$ cat config.mk
export PLATFORM = sky130hd
export DESIGN_NAME = vce_cram_ctrl
export DESIGN_NICKNAME = d
export VERILOG_FILES = /design/src/rtl/vce_pkg.sv /design/src/rtl/vce_cram_arb.sv /design/src/rtl/vce_cram_ctrl.sv
export SDC_FILE = /design/constraint.sdc
export NUM_CORES = 1
export LEC_CHECK = 0
export CORE_ASPECT_RATIO = 1.4
export CORE_MARGIN = 4
export CORE_UTILIZATION = 46
export DETAILED_ROUTE_END_ITERATION = 7
export PLACE_DENSITY_LB_ADDON = 0.1
export SYNTH_ARGS = -nofsm -noshare
export SYNTH_HDL_FRONTEND = slang
export SYNTH_SLANG_ARGS = --single-unit
$ cat constraint.sdc
create_clock -name clock -period 2.7 [get_ports clock]
set_clock_uncertainty 0.05 [all_clocks]
set_input_delay 0.81 -clock clock [delete_from_list [all_inputs] [get_ports clock]]
set_output_delay 0.81 -clock clock [all_outputs]
set_load 0.005 [all_outputs]
$ cat src/rtl/vce_pkg.sv
// Shared definitions for the VCE CPU register file and CRAM sequencer.
package vce_pkg;

  localparam int CRAM_AW = 9;
  localparam int CRAM_DW = 9;

  localparam logic [2:0] VCE_CR      = 3'd0;
  localparam logic [2:0] VCE_ADDR_LO = 3'd2;
  localparam logic [2:0] VCE_ADDR_HI = 3'd3;
  localparam logic [2:0] VCE_DATA_LO = 3'd4;
  localparam logic [2:0] VCE_DATA_HI = 3'd5;

  typedef enum logic [2:0] {IDLE, WR_PEND, RD_ISSUE, RD_CAP, HOLD} vce_state_t;

  typedef logic [CRAM_DW-1:0] cram_word_t;

  // The high data port reads back as all ones apart from the colour MSB.
  function automatic logic [7:0] fmt_rdata(input logic [2:0] a, input cram_word_t w);
    return (a == VCE_DATA_HI) ? {7'h7F, w[CRAM_DW-1]} : w[7:0];
  endfunction

endpackage

$ cat src/rtl/vce_cram_arb.sv
// CRAM port arbiter: pixel lookups win the single port; CPU gets the free cycles.
module vce_cram_arb
  import vce_pkg::*;
#(
  parameter int CRAM_AW = 9,
  parameter int CRAM_DW = 9
) (
  input  logic               clock,
  input  logic               reset_N,
  input  logic               pix_req,
  input  logic [CRAM_AW-1:0] VD,
  input  logic [CRAM_AW-1:0] cpu_addr,
  input  logic [CRAM_DW-1:0] cpu_wdata,
  input  logic               cpu_we,
  output logic [CRAM_AW-1:0] cram_addr,
  output logic [CRAM_DW-1:0] cram_wdata,
  output logic               cram_we,
  input  logic [CRAM_DW-1:0] cram_rdata,
  output logic [CRAM_DW-1:0] pix_data,
  output logic               pix_valid
);

  logic vld_p1;

  assign cram_addr  = pix_req ? VD : cpu_addr;
  assign cram_we    = cpu_we & ~pix_req;
  assign cram_wdata = cpu_wdata;

  // p1: RAM access in flight; p2: read data registered as the pixel colour
  always_ff @(posedge clock or negedge reset_N) begin
    if (!reset_N) begin
      vld_p1    <= 1'b0;
      pix_valid <= 1'b0;
      pix_data  <= '0;
    end else begin
      vld_p1    <= pix_req;
      pix_valid <= vld_p1;
      if (vld_p1)
        pix_data <= cram_rdata;
    end
  end

endmodule

$ cat src/rtl/vce_cram_ctrl.sv
// HuC6260 VCE CPU register file and CRAM access sequencer.
module vce_cram_ctrl
  import vce_pkg::*;
#(
  parameter int CRAM_AW = 9,
  parameter int CRAM_DW = 9
) (
  input  logic               clock,
  input  logic               reset_N,
  input  logic [2:0]         A,
  input  logic [7:0]         din,
  output logic [7:0]         dout,
  input  logic               CS_n,
  input  logic               RD_n,
  input  logic               WR_n,
  input  logic               pix_req,
  input  logic [CRAM_AW-1:0] VD,
  output logic [CRAM_DW-1:0] pix_data,
  output logic               pix_valid,
  output logic [CRAM_AW-1:0] cram_addr,
  output logic [CRAM_DW-1:0] cram_wdata,
  output logic               cram_we,
  input  logic [CRAM_DW-1:0] cram_rdata,
  output logic [7:0]         CR,
  output logic               cpu_busy
);

  vce_state_t         state;
  logic [2:0]         a_q;
  logic               din0_q;
  logic [CRAM_AW-1:0] addr;
  logic [7:0]         wlatch;
  logic               strobe;

  assign strobe   = ~CS_n & (~RD_n | ~WR_n);
  assign cpu_busy = (state == WR_PEND) | (state == RD_ISSUE) | (state == RD_CAP);

  always_ff @(posedge clock or negedge reset_N) begin
    if (!reset_N) begin
      state  <= IDLE;
      a_q    <= '0;
      din0_q <= 1'b0;
      addr   <= '0;
      wlatch <= '0;
      CR     <= '0;
      dout   <= 8'hFF;
    end else begin
      case (state)
        IDLE: if (strobe) begin
          a_q    <= A;
          din0_q <= din[0];
          if (!WR_n) begin
            state <= HOLD;
            case (A)
              VCE_CR:      CR <= din;
              VCE_ADDR_LO: addr[7:0] <= din;
              VCE_ADDR_HI: addr[CRAM_AW-1] <= din[0];
              VCE_DATA_LO: wlatch <= din;
              VCE_DATA_HI: state <= WR_PEND;
              default: ;
            endcase
          end else if (A == VCE_DATA_LO || A == VCE_DATA_HI) begin
            state <= RD_ISSUE;
          end else begin
            dout  <= 8'hFF;
            state <= HOLD;
          end
        end
        // The write strobe itself is combinational in the arbiter on this state.
        WR_PEND: if (!pix_req) begin
          addr  <= addr + 1'b1;
          state <= HOLD;
        end
        RD_ISSUE: if (!pix_req) state <= RD_CAP;
        RD_CAP: begin
          dout <= fmt_rdata(a_q, cram_rdata);
          if (a_q == VCE_DATA_HI)
            addr <= addr + 1'b1;
          state <= HOLD;
        end
        HOLD: if (RD_n && WR_n) state <= IDLE;
        default: state <= IDLE;
      endcase
    end
  end

  vce_cram_arb #(.CRAM_AW(CRAM_AW), .CRAM_DW(CRAM_DW)) u_arb (
    .clock      (clock),
    .reset_N    (reset_N),
    .pix_req    (pix_req),
    .VD         (VD),
    .cpu_addr   (addr),
    .cpu_wdata  ({din0_q, wlatch}),
    .cpu_we     (state == WR_PEND),
    .cram_addr  (cram_addr),
    .cram_wdata (cram_wdata),
    .cram_we    (cram_we),
    .cram_rdata (cram_rdata),
    .pix_data   (pix_data),
    .pix_valid  (pix_valid)
  );

endmodule

==> results of run 1 <==
==> sequential cells by signal (all words and copies together), names as in the netlist <==
signal / cells
CR: 8
u_arb.vld_p1: 1
dout: 8
addr: 9
a_q: 3
u_arb.pix_valid: 1
wlatch: 8
din0_q: 1
u_arb.pix_data: 9
state: 3
==> metrics by stage <==
step           TNS (ns)  area, sq um
5_1_grt               0         3571
3_5_place_dp     -4.207         3443
4_1_cts               0         3572
2_1_floorplan         0         2465
3_3_place_gp     -4.003         3443
6_report              0         3571
==> cell families (layout without fill, tap and decap cells) <==
| logic type | after synthesis | count (layout) |
|---|---|---|
| multiplexers | 39 | 39 |
| adder cells (fa/ha/maj) | 1 | 1 |
| AND/OR/NAND/NOR | 54 | 54 |
| buffers and inverters | 16 | 113 |
| flip-flops | 51 | 51 |
| AO/OA/AOI/OAI | 47 | 47 |
==> repair_timing <==
| action | 4_1_cts | 5_1_grt |
|---|---|---|
| gates resized for setup | 15 | 1 |
| cloned | 1 | 0 |
| setup endpoints to repair | 10 | 1 |
| setup buffers | 2 | 0 |
==> cell usage in the layout, fill, tap and decap left out, drive strengths merged <==
| cell | n |
|---|---|
| clkdlybuf4s50 | 67 |
| dfrtp | 43 |
| mux2 | 39 |
| buf | 24 |
| a21oi | 14 |
| nand2 | 13 |
| dlygate4sd2 | 11 |
| o22a | 8 |
| dfstp | 8 |
| nor2 | 7 |
| a31oi | 7 |
| o21ai | 7 |
| clkbuf | 6 |
| nor2b | 5 |
| nand3 | 5 |
| nand2b | 4 |
| nand3b | 4 |
| nor3 | 4 |
| a31o | 3 |
| inv | 2 |
| or3 | 2 |
| and2 | 2 |
| a22o | 2 |
| o22ai | 2 |
| nand4 | 2 |
| or4 | 2 |
| nor3b | 2 |
| o32ai | 1 |
| and4 | 1 |
| o41ai | 1 |
| and4b | 1 |
| o211ai | 1 |
| a41o | 1 |
| ha | 1 |
| clkinv | 1 |
| clkinvlp | 1 |
| clkdlybuf4s18 | 1 |
==> worst max-delay path by stage <==
stage                         to  depth (start not counted)  startpoint  slack [ns]
CTS                 cram_addr[4]                          4     pix_req        0.01
global placement    cram_addr[8]                          4     pix_req       -0.42
detailed placement  cram_addr[4]                          4     pix_req       -0.44
global route        cram_addr[6]                          4     pix_req       0.001
floorplan           cram_addr[0]                          2     pix_req        0.35
finish              cram_addr[4]                          4     pix_req        0.03
==> metal layers <==
layer	track usage	share of wire	up-vias
met4	0.06070	0.016	0
li1	-	-	955
met1	0.2329	0.40	999
met2	0.3360	0.52	88
met3	0.04473	0.071	7
met5	0	0	-
==> report_power, final <==
group          internal (mW)  switching [mW]  total (mW)
clock                  0.209           0.252       0.461
combinational          0.726           0.386        1.11
sequential              1.03           0.211        1.24
total                   1.97           0.849        2.82
==> final cells by class <==
type / count / area share
repair buffers: 103 / 0.2800
clock inverters: 2 / 0.004555
flip-flops and latches: 51 / 0.3602
inverters: 2 / 0.002102
clock buffers: 6 / 0.02313
multi-input cells: 141 / 0.3069
well taps: 66 / 0.02313
==> flow_summary.yaml, run 1 <==
clock_tree:
  root_buffer: "clkbuf_8"
  htree_levels: 2
  tritoncts: "yes"
  cts.path.max_buffers: 2
  clk_pin_slew_ns: 0.09
  clkLatencyLatePin_ns: 0.30
  numCtsBuffers: 5
  holdBufCountCts: 0
  cts.sinks: 51
sta:
  holdWs_ns: 0.4347
  hold_viol_final: 0
  fin_crit_sh: 0.9885
  tightestPinTransition_ns: 0.5406
  setup_ws_ns: 0.03118
  fin_crit_ns: 2.669
  rsz0062_at_grt: "no"
  relSlewSlack: 0.6396
  setup_viol: 0
  drv_slew: 0
  fmax_mhz: 374.7
critical_path:
  reg2reg_slack_ns: 0.71
  path_cells: "clkdlybuf4s18_2, buf_12, mux2_2, dlygate4sd2_1"
  timing.rr.end: "wlatch[2]"
  crit_family: "buffers and inverters"
  cp-end-kind: "output pin"
  crit_type: "input pin to output pin"
  slowest_delay_ns: 0.33
  start_kind: "input pin"
  r2r_start: "state[0]"
  cp_max_fo: 6
  required_ns: 1.84
  crit_slowest_cell: "mux2_2"
  crit_arrival_ns: 1.81
  path_buf_inv: 3
  reg2reg_depth: 6
logic_synthesis:
  synth_top_area_share: 0.4365
  synthesis.area_sq_um: 2465
  ys_seq_area_frac: 0.5218
  synthCells: 208
  synth_area_leaders: "dfrtp_1 44%, mux2_2 14%, dfstp_2 8.5%"
  dominantRegCellSynth: "dfrtp_1"
  yosysWarnings: 0
  yosys-top-cells-count: "43 x dfrtp_1, 31 x mux2_2, 14 x a21oi_1"
  synth_most_common_cell: "dfrtp_1"
  yosysUniqueCellTypes: 39
  async_reset_ff_frac: 1.000
  synth_enable_flop_cells: 0
  ys_ff_latch: 51
  synth_top_family_by_area: "multiplexers"
  synth_compound_area_frac: 0.1259
  synthAdderAreaFrac: 0.005076
  synthMuxAreaShare: 0.1904
  synth_xor_area_frac: 0
  syn_nets: 244
  synth-simple-area-share: 0.1234
  avgSynthCellArea_sq_um: 11.85
  synth_top_area_cell: "dfrtp_1"
cells_and_area:
  fin_util: 0.6870
  final-seq-area_sq_um: 1286
  drive_gt1_frac: 0.2721
  antenna_cells: 0
  finalNetCount: 340
  nFillCells: 479
  layoutNonFillerInstCount: 371
  multi_input_area_sq_um: 1096
  syn2layout_area_growth_pct: 44.87
pwr:
  power_density_nw_per_um2: 788.4
  ir_drop_mv: 0.4977
  leakagePower_nw: 1.509
  p_total_mw: 2.815
global_route:
  grt_max_degree: 26
  antenna_found_initial: 0
  grt_pass1_wl_mm: 9.936
  first_global_vias: 2062
  grt.total_usage: 0.1915
  grt_overflow: 0
detailed_routing:
  wl_per_cell_um: 16.84
  drtIter0Drc: 92
  antenna_left: 0
  drt-total-wl_mm: 6.247
  drtPass1Iterations: 4
  drcViolationCount: 0
  viasPerCell: 5.523
  num_vias: 2049
floorplanning:
  initial_core_util: 0.4742
  rows: 31
  die_h_um: 94.61
  core_area_sq_um: 5197
  design.die.area_sq_um: 6610
  io_pins: 81
  dieWidth_um: 69.87
run:
  cap_violations: 0
outcome:
  status: "complete, no violations"
placed_design:
  routabilityCongestion: 0.9438
  dp_hpwl_mm: 4.681
  portBuffers: 80
  preCtsSetupSlack_ns: -0.4413
  dp.cells: 360
worst_hold_path:
  worstHoldPathType: "input pin to async pin"
No activity file was read; power rests on OpenSTA's default activity.
==> inputs of run 2 (changes only) <==
- PLACE_DENSITY: not set -> 0.87
- PLACE_DENSITY_LB_ADDON: 0.1 -> not set
==> run 2 against run 1 <==
  * Final cell count shrank 1.9%
  * Sequential share of layout area is 0.69 points higher
  * Global-route usage up 0.48 points
  * Critical endpoint is now cram_addr[5]
  * Die area stayed put
  * Design area down 1.9%
  * Highest routed layer unchanged
  * Critical path type unchanged
  * Sequential cell count unchanged
==> flow_summary.yaml, run 2 (synthesis gave the netlist of run 1 again) <==
floorplanning:
  dieWidth_um: 69.87
  design.die.area_sq_um: 6610
  io_pins: 81
  rows: 31
  die_h_um: 94.61
  core_area_sq_um: 5197
  initial_core_util: 0.4742
sta:
  drv_slew: 0
  fin_crit_ns: 2.669
  relSlewSlack: 0.5743
  holdWs_ns: 0.4446
  fmax_mhz: 374.6
  hold_viol_final: 0
  setup_ws_ns: 0.03077
  setup_viol: 0
  rsz0062_at_grt: "no"
  fin_crit_sh: 0.9886
  tightestPinTransition_ns: 0.6386
clock_tree:
  numCtsBuffers: 5
  cts.path.max_buffers: 2
  root_buffer: "clkbuf_8"
  tritoncts: "yes"
  cts.sinks: 51
  htree_levels: 2
  clk_pin_slew_ns: 0.09
  holdBufCountCts: 0
  clkLatencyLatePin_ns: 0.31
worst_hold_path:
  min-delay-start: "a_q[0]"
  holdPathEnd: "a_q[0]"
  worstHoldPathType: "register to register"
  min_delay_path_depth: 2
global_route:
  grt_overflow: 0
  use_met2: 0.3454
  grt_max_degree: 52
  first_global_vias: 2109
  grtUsageMet3: 0.04686
  antenna_found_initial: 0
  grt_pass1_wl_mm: 10.32
  gr-max-usage-layer: "met2"
  gr-usage-met1: 0.2327
  grt.total_usage: 0.1963
critical_path:
  crit_type: "input pin to output pin"
  reg2reg_slack_ns: 0.65
  path_cells: "clkdlybuf4s15_2, buf_12, mux2_2, dlygate4sd2_1"
  slowest_delay_ns: 0.34
  crit_family: "buffers and inverters"
  cp.depth: 4
  crit_arrival_ns: 1.81
  cp-end-kind: "output pin"
  startpoint: "pix_req"
  timing.rr.end: "addr[5]"
  crit_slowest_cell: "mux2_2"
  reg2reg_depth: 5
  start_kind: "input pin"
  required_ns: 1.84
  r2r_start: "state[0]"
  path_buf_inv: 3
  cp_max_fo: 6
cells_and_area:
  final_cell_mix: "68 x clkdlybuf4s50_1, 43 x dfrtp_1, 31 x mux2_2, 14 x a21oi_1, 14 x buf_4"
  finalNetCount: 333
  antenna_cells: 0
  syn2layout_area_growth_pct: 42.13
  nFillCells: 408
  top_regs: "addr: 9 flops, u_arb.pix_data: 9 flops"
  fin_area_sq_um: 3503
  drive_gt1_frac: 0.2550
  layout_commonest_cell: "clkdlybuf4s50_1"
  layoutNonFillerInstCount: 364
placed_design:
  dp_hpwl_mm: 4.368
  portBuffers: 80
  placed_cell_area_sq_um: 3386
  routabilityCongestion: 0.8224
  preCtsSetupSlack_ns: -0.4195
  dp.cells: 354
pwr:
  intPower_mw: 1.919
  p_seq_frac: 0.443
  ir_drop_mv: 0.5194
  switchingPower_mw: 0.8644
  p_total_mw: 2.783
  swShare: 0.3105
  p_comb_frac: 0.396
  power_density_nw_per_um2: 794.5
  leakagePower_nw: 1.465
  p_clk_frac: 0.161
detailed_routing:
  drtIter0Drc: 171
  viasPerCell: 5.607
  drt-total-wl_mm: 6.172
  drtPass1Iterations: 4
  num_vias: 2041
  wl_per_cell_um: 16.96
  drcViolationCount: 0
  antenna_left: 0
outcome:
  status: "complete, no violations"
run:
  cap_violations: 0
==> run 2: changes by cell type in the layout (fill, tap and decap cells not counted), sizes merged <==
cell           previous run  this run
buf                      24        17
clkbuf                    6         5
clkdlybuf4s15             0         1
clkdlybuf4s18             1         0
clkdlybuf4s50            67        68
clkinv                    1         2
dlygate4sd2              11        10
==> run 2: worst max path at each step <==
stage	endpoint
after floorplan	cram_addr[0]
after global placement	cram_addr[4]
after detailed placement	cram_addr[5]
after CTS	cram_addr[5]
after global routing	cram_addr[6]
final	cram_addr[5]
==> run 2: worst reg2reg max path: stages (launching register included) <==
cell     delay (ns)
dfrtp_1        0.60
mux2_2         0.39
o32ai_1        0.27
buf_4          0.19
and2_1         0.31
a22o_1         0.20
==> run 2: repair_timing <==
action	in CTS	in global routing
setup buffers	1	0
resized for setup	14	0
hold endpoints to repair	0	0
setup endpoints to repair	10	0
==> run 2: area by class of cell <==
class / count / area (sq um) / area share
clock buffers: 5 / 68.82 / 0.01964
clock inverters: 3 / 25.02 / 0.007143
inverters: 2 / 7.507 / 0.002143
multi-input cells: 141 / 1096 / 0.3129
flip-flops and latches: 51 / 1286 / 0.3671
well taps: 66 / 82.58 / 0.02357
repair buffers: 96 / 937.1 / 0.2675
==> run 2: per-layer routing <==
metal / part of all wire / vias to the layer above / wire length, um
li1: - / 949 / -
met3: 0.072 / 16 / 444
met1: 0.38 / 975 / 2372
met2: 0.52 / 101 / 3199
met5: 0 / - / 0
met4: 0.025 / 0 / 155
==> run 2: through the flow <==
stage | util | setup TNS, ns
4_1_cts | 0.6740 | 0
5_1_grt | 0.6740 | 0
2_1_floorplan | - | 0
3_3_place_gp | 0.6514 | -3.926
3_5_place_dp | 0.6514 | -3.937
6_report | 0.6740 | 0
==> run 2: power groups by stage <==
stage                     sequential, mW  combinational [mW]  clock, mW
after global placement              1.23                1.10          0
after floorplan                     1.19               0.580          0
after global routing                1.27                1.21      0.487
final                               1.23                1.10      0.449
after CTS                           1.23                1.11      0.465
after detailed placement            1.24                1.12          0
==> patch 1: new RTL, settings of run 1 <==
Register the input `VD` before use, without a reset. The logic sees it one clock later. The other inputs are not delayed to match.
--- a/src/rtl/vce_cram_ctrl.sv
+++ b/src/rtl/vce_cram_ctrl.sv
@@ -24,6 +24,12 @@
   output logic [7:0]         CR,
   output logic               cpu_busy
 );
+
+  logic [CRAM_AW-1:0] VD_q;
+
+  always_ff @(posedge clock) begin
+    VD_q <= VD;
+  end
 
   vce_state_t         state;
   logic [2:0]         a_q;
@@ -88,7 +94,7 @@
     .clock      (clock),
     .reset_N    (reset_N),
     .pix_req    (pix_req),
-    .VD         (VD),
+    .VD         (VD_q),
     .cpu_addr   (addr),
     .cpu_wdata  ({din0_q, wlatch}),
     .cpu_we     (state == WR_PEND),
Formal check against the unedited RTL: not equivalent (Yosys sat finds a counterexample within 4 cycles, from zero or initial values and one cycle with reset_N low).
==> patch 1 against run 1 <==
First-iteration DRC count is 24% lower; power grew 17%; final area grew 7.3%; setup slack improved by 0.034 ns; sequential cell count increased by 9; highest routed layer unchanged; synthesized area rose by 7.5%; global-route usage grew 0.27 points; critical path type unchanged; worst hold slack worse by 0.23 ns; maximum frequency is 1.3% higher; via count is 2.5% higher; routed wire length up 2.0%.
==> patch 1: results (changes against run 1) <==
* Outcome: finished, final reports clean
- DP HPWL: 4.70 mm (+0.42%)
* Cell Area, Placed: 0.00361 mm2 (+4.7%)
* Number of detailed-routing iterations run before antenna repair: 4 (unchanged)
- RePlAce Congestion: 0.832 (-12%)
* Number of buffers inserted by port buffering: 80 (unchanged)
* FF-to-FF setup slack: 0.80 ns (+0.09 ns)
- The maximum ir drop on the vdd rail was 0.563 mV (+13%).
- The post-detailed-routing wire length came to 6.37 mm (+2.0%).
* Ys async rst share: 85.0% (-15 points)
* Global-route wire length before repair: 10.5 mm (+5.5%)
- The worst register-to-register path begins at a_q[1].
- The worst-margin pin slew came to 0.406 ns (-0.135 ns).
- Number of DRC markers in iteration 0: 70 (-24%)
- By area the synthesized netlist is led by sky130_fd_sc_hd__dfrtp_1 (41%), sky130_fd_sc_hd__mux2_2 (16%), sky130_fd_sc_hd__dfstp_2 (7.9%).
* Cell Count Post-Placement: 367 (+1.9%)
* CTS Root Cell: sky130_fd_sc_hd__clkbuf_8
- The diode insertion count for antenna repair is 0 (unchanged).
* CTS Buffer Depth: 2 (unchanged)
- Tightest Hold Check Type: in2async
- The insertion delay to the later sink of the worst-skew pair came to 0.33 ns (+0.03 ns).
- Number of antenna violations at the first check in global routing: 0 (unchanged)
- Ranked by instance count, the synthesized netlist is headed by sky130_fd_sc_hd__dfrtp_1 (43), sky130_fd_sc_hd__mux2_2 (38), sky130_fd_sc_hd__dfxtp_1 (9), sky130_fd_sc_hd__nand2_1 (9).
* Via count of the first global-routing pass: 2149 (+4.2%)
* Prevailing post-synth register cell: sky130_fd_sc_hd__dfrtp_1
- Unique cell type count in the Yosys netlist: 47 (+21%)
* Sequential element share of the synthesized area: 55.4% (+3.2 points)
* Total of warnings raised by yosys: 0 (unchanged)
- In the final layout, the registers with the most flip-flops are VD_q (9), addr (9), u_arb.pix_data (9).
- Largest net degree at the start of global routing: 31 (+19%)
- Overall track demand over capacity in global routing: 19.4% (+0.27 points)
* Reg-to-reg endpoint: addr[5]
- The worst-case reg-to-reg path depth is 4 (-2).
- The maximum fanout along the worst path is 5 (-1).
- The maximum level of the CTS H-tree is 3 (+1).
- The TritonCTS buffer count was 9 (+4).
- The share of cells above drive strength 1 came to 29.7% (+2.4 points).
- Standby leakage power: 0.00161 uW (+6.5%)
- Clk pin slew, worst setup/hold paths: 0.07 ns (-0.02 ns)
- Arrival time worst endpoint: 1.77 ns (-0.04 ns)
- The post-synthesis average cell area was 12.4 um2 (+4.4%).
- Drt wl/cell: 16.5 um (-1.7%)
- Average vias per placed instance: 5.45 (-1.2%)
* Number of nets in the synthesized netlist: 250 (+2.5%)
- The number of nets in the layout is 348 (+2.4%).
==> patch 1: cell type report <==
cell class                      instances  area [um2]
Multi-Input combinational cell        141        1110
Fill cell                             448        1730
Sequential cell                        60        1470
Clock inverter                          6        63.8
Inverter                                1        3.75
Timing Repair Buffer                   99         958
Tap cell                               68        85.1
Clock buffer                           10         138
==> patch 1: cells by family after synthesis <==
kind of cell             Yosys count  synth area share, %
buffers and inverters             13                 2.55
adder cells (fa/ha/maj)            1                0.472
AO/OA/AOI/OAI                     42                 11.8
AND/OR/NAND/NOR                   59                 13.3
flip-flops                        60                 55.4
multiplexers                      39                 16.5
==> patch 1: worst max-delay path: stages <==
cell	delay, ns
sky130_fd_sc_hd__buf_2	0.12
sky130_fd_sc_hd__bufbuf_16	0.26
sky130_fd_sc_hd__mux2_2	0.32
sky130_fd_sc_hd__dlygate4sd2_1	0.26
==> patch 1: metrics by stage <==
stage | hold slack, ns | setup slack, ns
detailed placement | 0.427 | -0.421
global route | 0.186 | 0.0360
CTS | 0.186 | 0.0336
finish | 0.200 | 0.0655
floorplan | 0.302 | 0.346
global placement | 0.419 | -0.405
==> patch 1: where the power goes <==
part / internal (uW) / leakage [uW] / switching, uW
registers: 1170 / 0.000684 / 192
clock network: 449 / 0.0000983 / 353
logic: 708 / 0.000826 / 411
==> patch 1: routing by layer <==
metal	global-route usage, %	wire, um
met2	33.7	3360
met5	0	0
met1	22.4	2480
met3	4.53	390
met4	8.25	135
==> patch 1: how the worst max path moves through the flow <==
stage / start / endpoint / cells after the start
finish: pix_req / cram_addr[2] / 4
global route: pix_req / cram_addr[8] / 4
CTS: state[0] / cpu_busy / 3
detailed placement: pix_req / cram_addr[0] / 4
global placement: pix_req / cram_addr[4] / 4
floorplan: pix_req / cram_addr[0] / 2
==> patch 1: what timing repair did <==
action / 4_1_cts / 5_1_grt
pin swaps: 0 / 0
buffers inserted: 1 / 0
endpoints found under the setup margin: 10 / 1
gates cloned: 1 / 0
gates resized for setup: 14 / 1
==> patch 2: new RTL, config.mk and constraints of run 1 <==
Made on the original files. `CRAM_AW` is set to 9 in 3 places; all go to 8.
--- a/src/rtl/vce_pkg.sv
+++ b/src/rtl/vce_pkg.sv
@@ -1,7 +1,7 @@
 // Shared definitions for the VCE CPU register file and CRAM sequencer.
 package vce_pkg;
 
-  localparam int CRAM_AW = 9;
+  localparam int CRAM_AW = 8;
   localparam int CRAM_DW = 9;
 
   localparam logic [2:0] VCE_CR      = 3'd0;
--- a/src/rtl/vce_cram_arb.sv
+++ b/src/rtl/vce_cram_arb.sv
@@ -2,7 +2,7 @@
 module vce_cram_arb
   import vce_pkg::*;
 #(
-  parameter int CRAM_AW = 9,
+  parameter int CRAM_AW = 8,
   parameter int CRAM_DW = 9
 ) (
   input  logic               clock,
--- a/src/rtl/vce_cram_ctrl.sv
+++ b/src/rtl/vce_cram_ctrl.sv
@@ -2,7 +2,7 @@
 module vce_cram_ctrl
   import vce_pkg::*;
 #(
-  parameter int CRAM_AW = 9,
+  parameter int CRAM_AW = 8,
   parameter int CRAM_DW = 9
 ) (
   input  logic               clock,
Interface: changed (resized VD and cram_addr); port bits go from 81 to 79. No check against the original RTL was run, so the function may have changed too.
==> patch 2 against run 1 <==
Power down 19%; synthesized area down 3.4%; sequential cell count down 1; critical path depth up 1; routed wire length down 9.0%; maximum frequency up 0.17%; utilization up 0.89 points; final area down 4.2%; final cell count down 4.9%; setup slack better by 0.0046 ns; synthesized cell count down 6.3%; non-clock buffer count down 6.
==> patch 2: results (changes against run 1) <==
- Outcome: finished, final reports clean
- The worst-margin pin slew was 0.427 ns (-0.113 ns).
- The synthesized net count was 230 (-5.7%).
- Met3 capacity usage during global routing: 3.85% (-0.63 points)
- The post-placement worst setup slack is -0.419 ns (+0.0220 ns).
- Largest net degree at the start of global routing: 20 (-23%)
- Sequential element share of the synthesized area: 52.9% (+0.76 points)
- The share of cells above drive strength 1 came to 27.3% (+0.12 points).
- GRT met2 Usage: 32.2% (-1.4 points)
- The placed cell area is 0.00331 mm2 (-3.8%).
* RePlAce Congestion: 0.775 (-18%)
* Post-synthesis instance total: 195 (-6.3%)
* Net Sw Frac: 27.8% (-2.3 points)
- The post-detailed-routing wire length was 5.69 mm (-9.0%).
- Length of routed wiring on met1: 2.28 mm (-7.8%)
* Met3 wire length: 387 um (-13%)
- In this run the critical register-to-register path is captured at CR[4].
* Hold Worst Slack: 0.358 ns (-0.0763 ns)
- The number of distinct library cells after synthesis came to 38 (-2.6%).
- Cell Count Post-Placement: 344 (-4.4%)
- Count of non-filler cells in the finished layout: 353 (-4.9%)
- Number of fill cells in the layout: 394 (-18%)
* Arrival time worst endpoint: 2.81 ns (+1.00 ns)
* Area of the multi-input gates: 0.00105 mm2 (-4.2%)
* Leading cell types by count after synthesis: sky130_fd_sc_hd__dfrtp_1 (42), sky130_fd_sc_hd__mux2_2 (30), sky130_fd_sc_hd__nand2_1 (12)
- In the post-synthesis netlist, the biggest area contributors are sky130_fd_sc_hd__dfrtp_1 (44%), sky130_fd_sc_hd__mux2_2 (14%), sky130_fd_sc_hd__dfstp_2 (8.8%).
* Routed length on met2: 2.91 mm (-10%)
- Global-route wire length before repair: 9.21 mm (-7.3%)
- The number of nets in the layout came to 323 (-5.0%).
* Number of buffers inserted by port buffering: 78 (-2.5%)
* Overall track demand over capacity in global routing: 18.9% (-0.25 points)
- GR met1 Demand/Resource: 23.2% (-0.13 points)
- The maximum fanout along the worst path was 8 (+2).
-- patch 2: worst max-delay path by stage --
stage               slack, ns            to  startpoint  cells after the start
detailed placement      -0.42  cram_addr[6]     pix_req                      4
global placement        -0.41  cram_addr[4]     pix_req                      4
finish                   0.04         CR[4]        CS_n                      5
CTS                     0.003       cram_we     pix_req                      4
floorplan                0.21         CR[0]        CS_n                      5
global route            0.006         CR[2]        CS_n                      5
-- patch 2: power by group through the flow --
stage          clock [uW]  sequential (uW)  combinational, uW
2_1_floorplan           0             1070                339
3_3_place_gp            0             1100                732
3_5_place_dp            0             1110                745
4_1_cts               481             1100                725
5_1_grt               506             1120                778
6_report              466             1090                714
-- patch 2: worst max-delay path, cell delays in order --
cell	delay (ns)
sky130_fd_sc_hd__clkdlybuf4s50_1	0.45
sky130_fd_sc_hd__or4_4	0.43
sky130_fd_sc_hd__nand2b_4	0.15
sky130_fd_sc_hd__or4b_4	0.62
sky130_fd_sc_hd__mux2_4	0.34
-- patch 2: layout make-up --
type                            instances  area share (%)
Multi-Input combinational cell        131            30.7
Inverter                                3           0.329
Clock buffer                            6            2.41
Tap cell                               64            2.34
Timing Repair Buffer                   97            26.9
Sequential cell                        50            36.9
Clock inverter                          2           0.512
-- patch 2: timing repair --
item                       CTS  global route
setup buffers                1             0
resized for setup           13             1
setup endpoints to repair    9             1
-- patch 2: cells by family (layout without fill, tap and decap cells) --
group           after synthesis  after routing  synth area share [%]
mux                          38             38                  19.2
fa+ha+maj                     1              1                 0.525
flops                        50             50                  52.9
buf+inv                      14            108                  2.99
compound gates               41             41                  12.6
simple gates                 51             51                  11.8
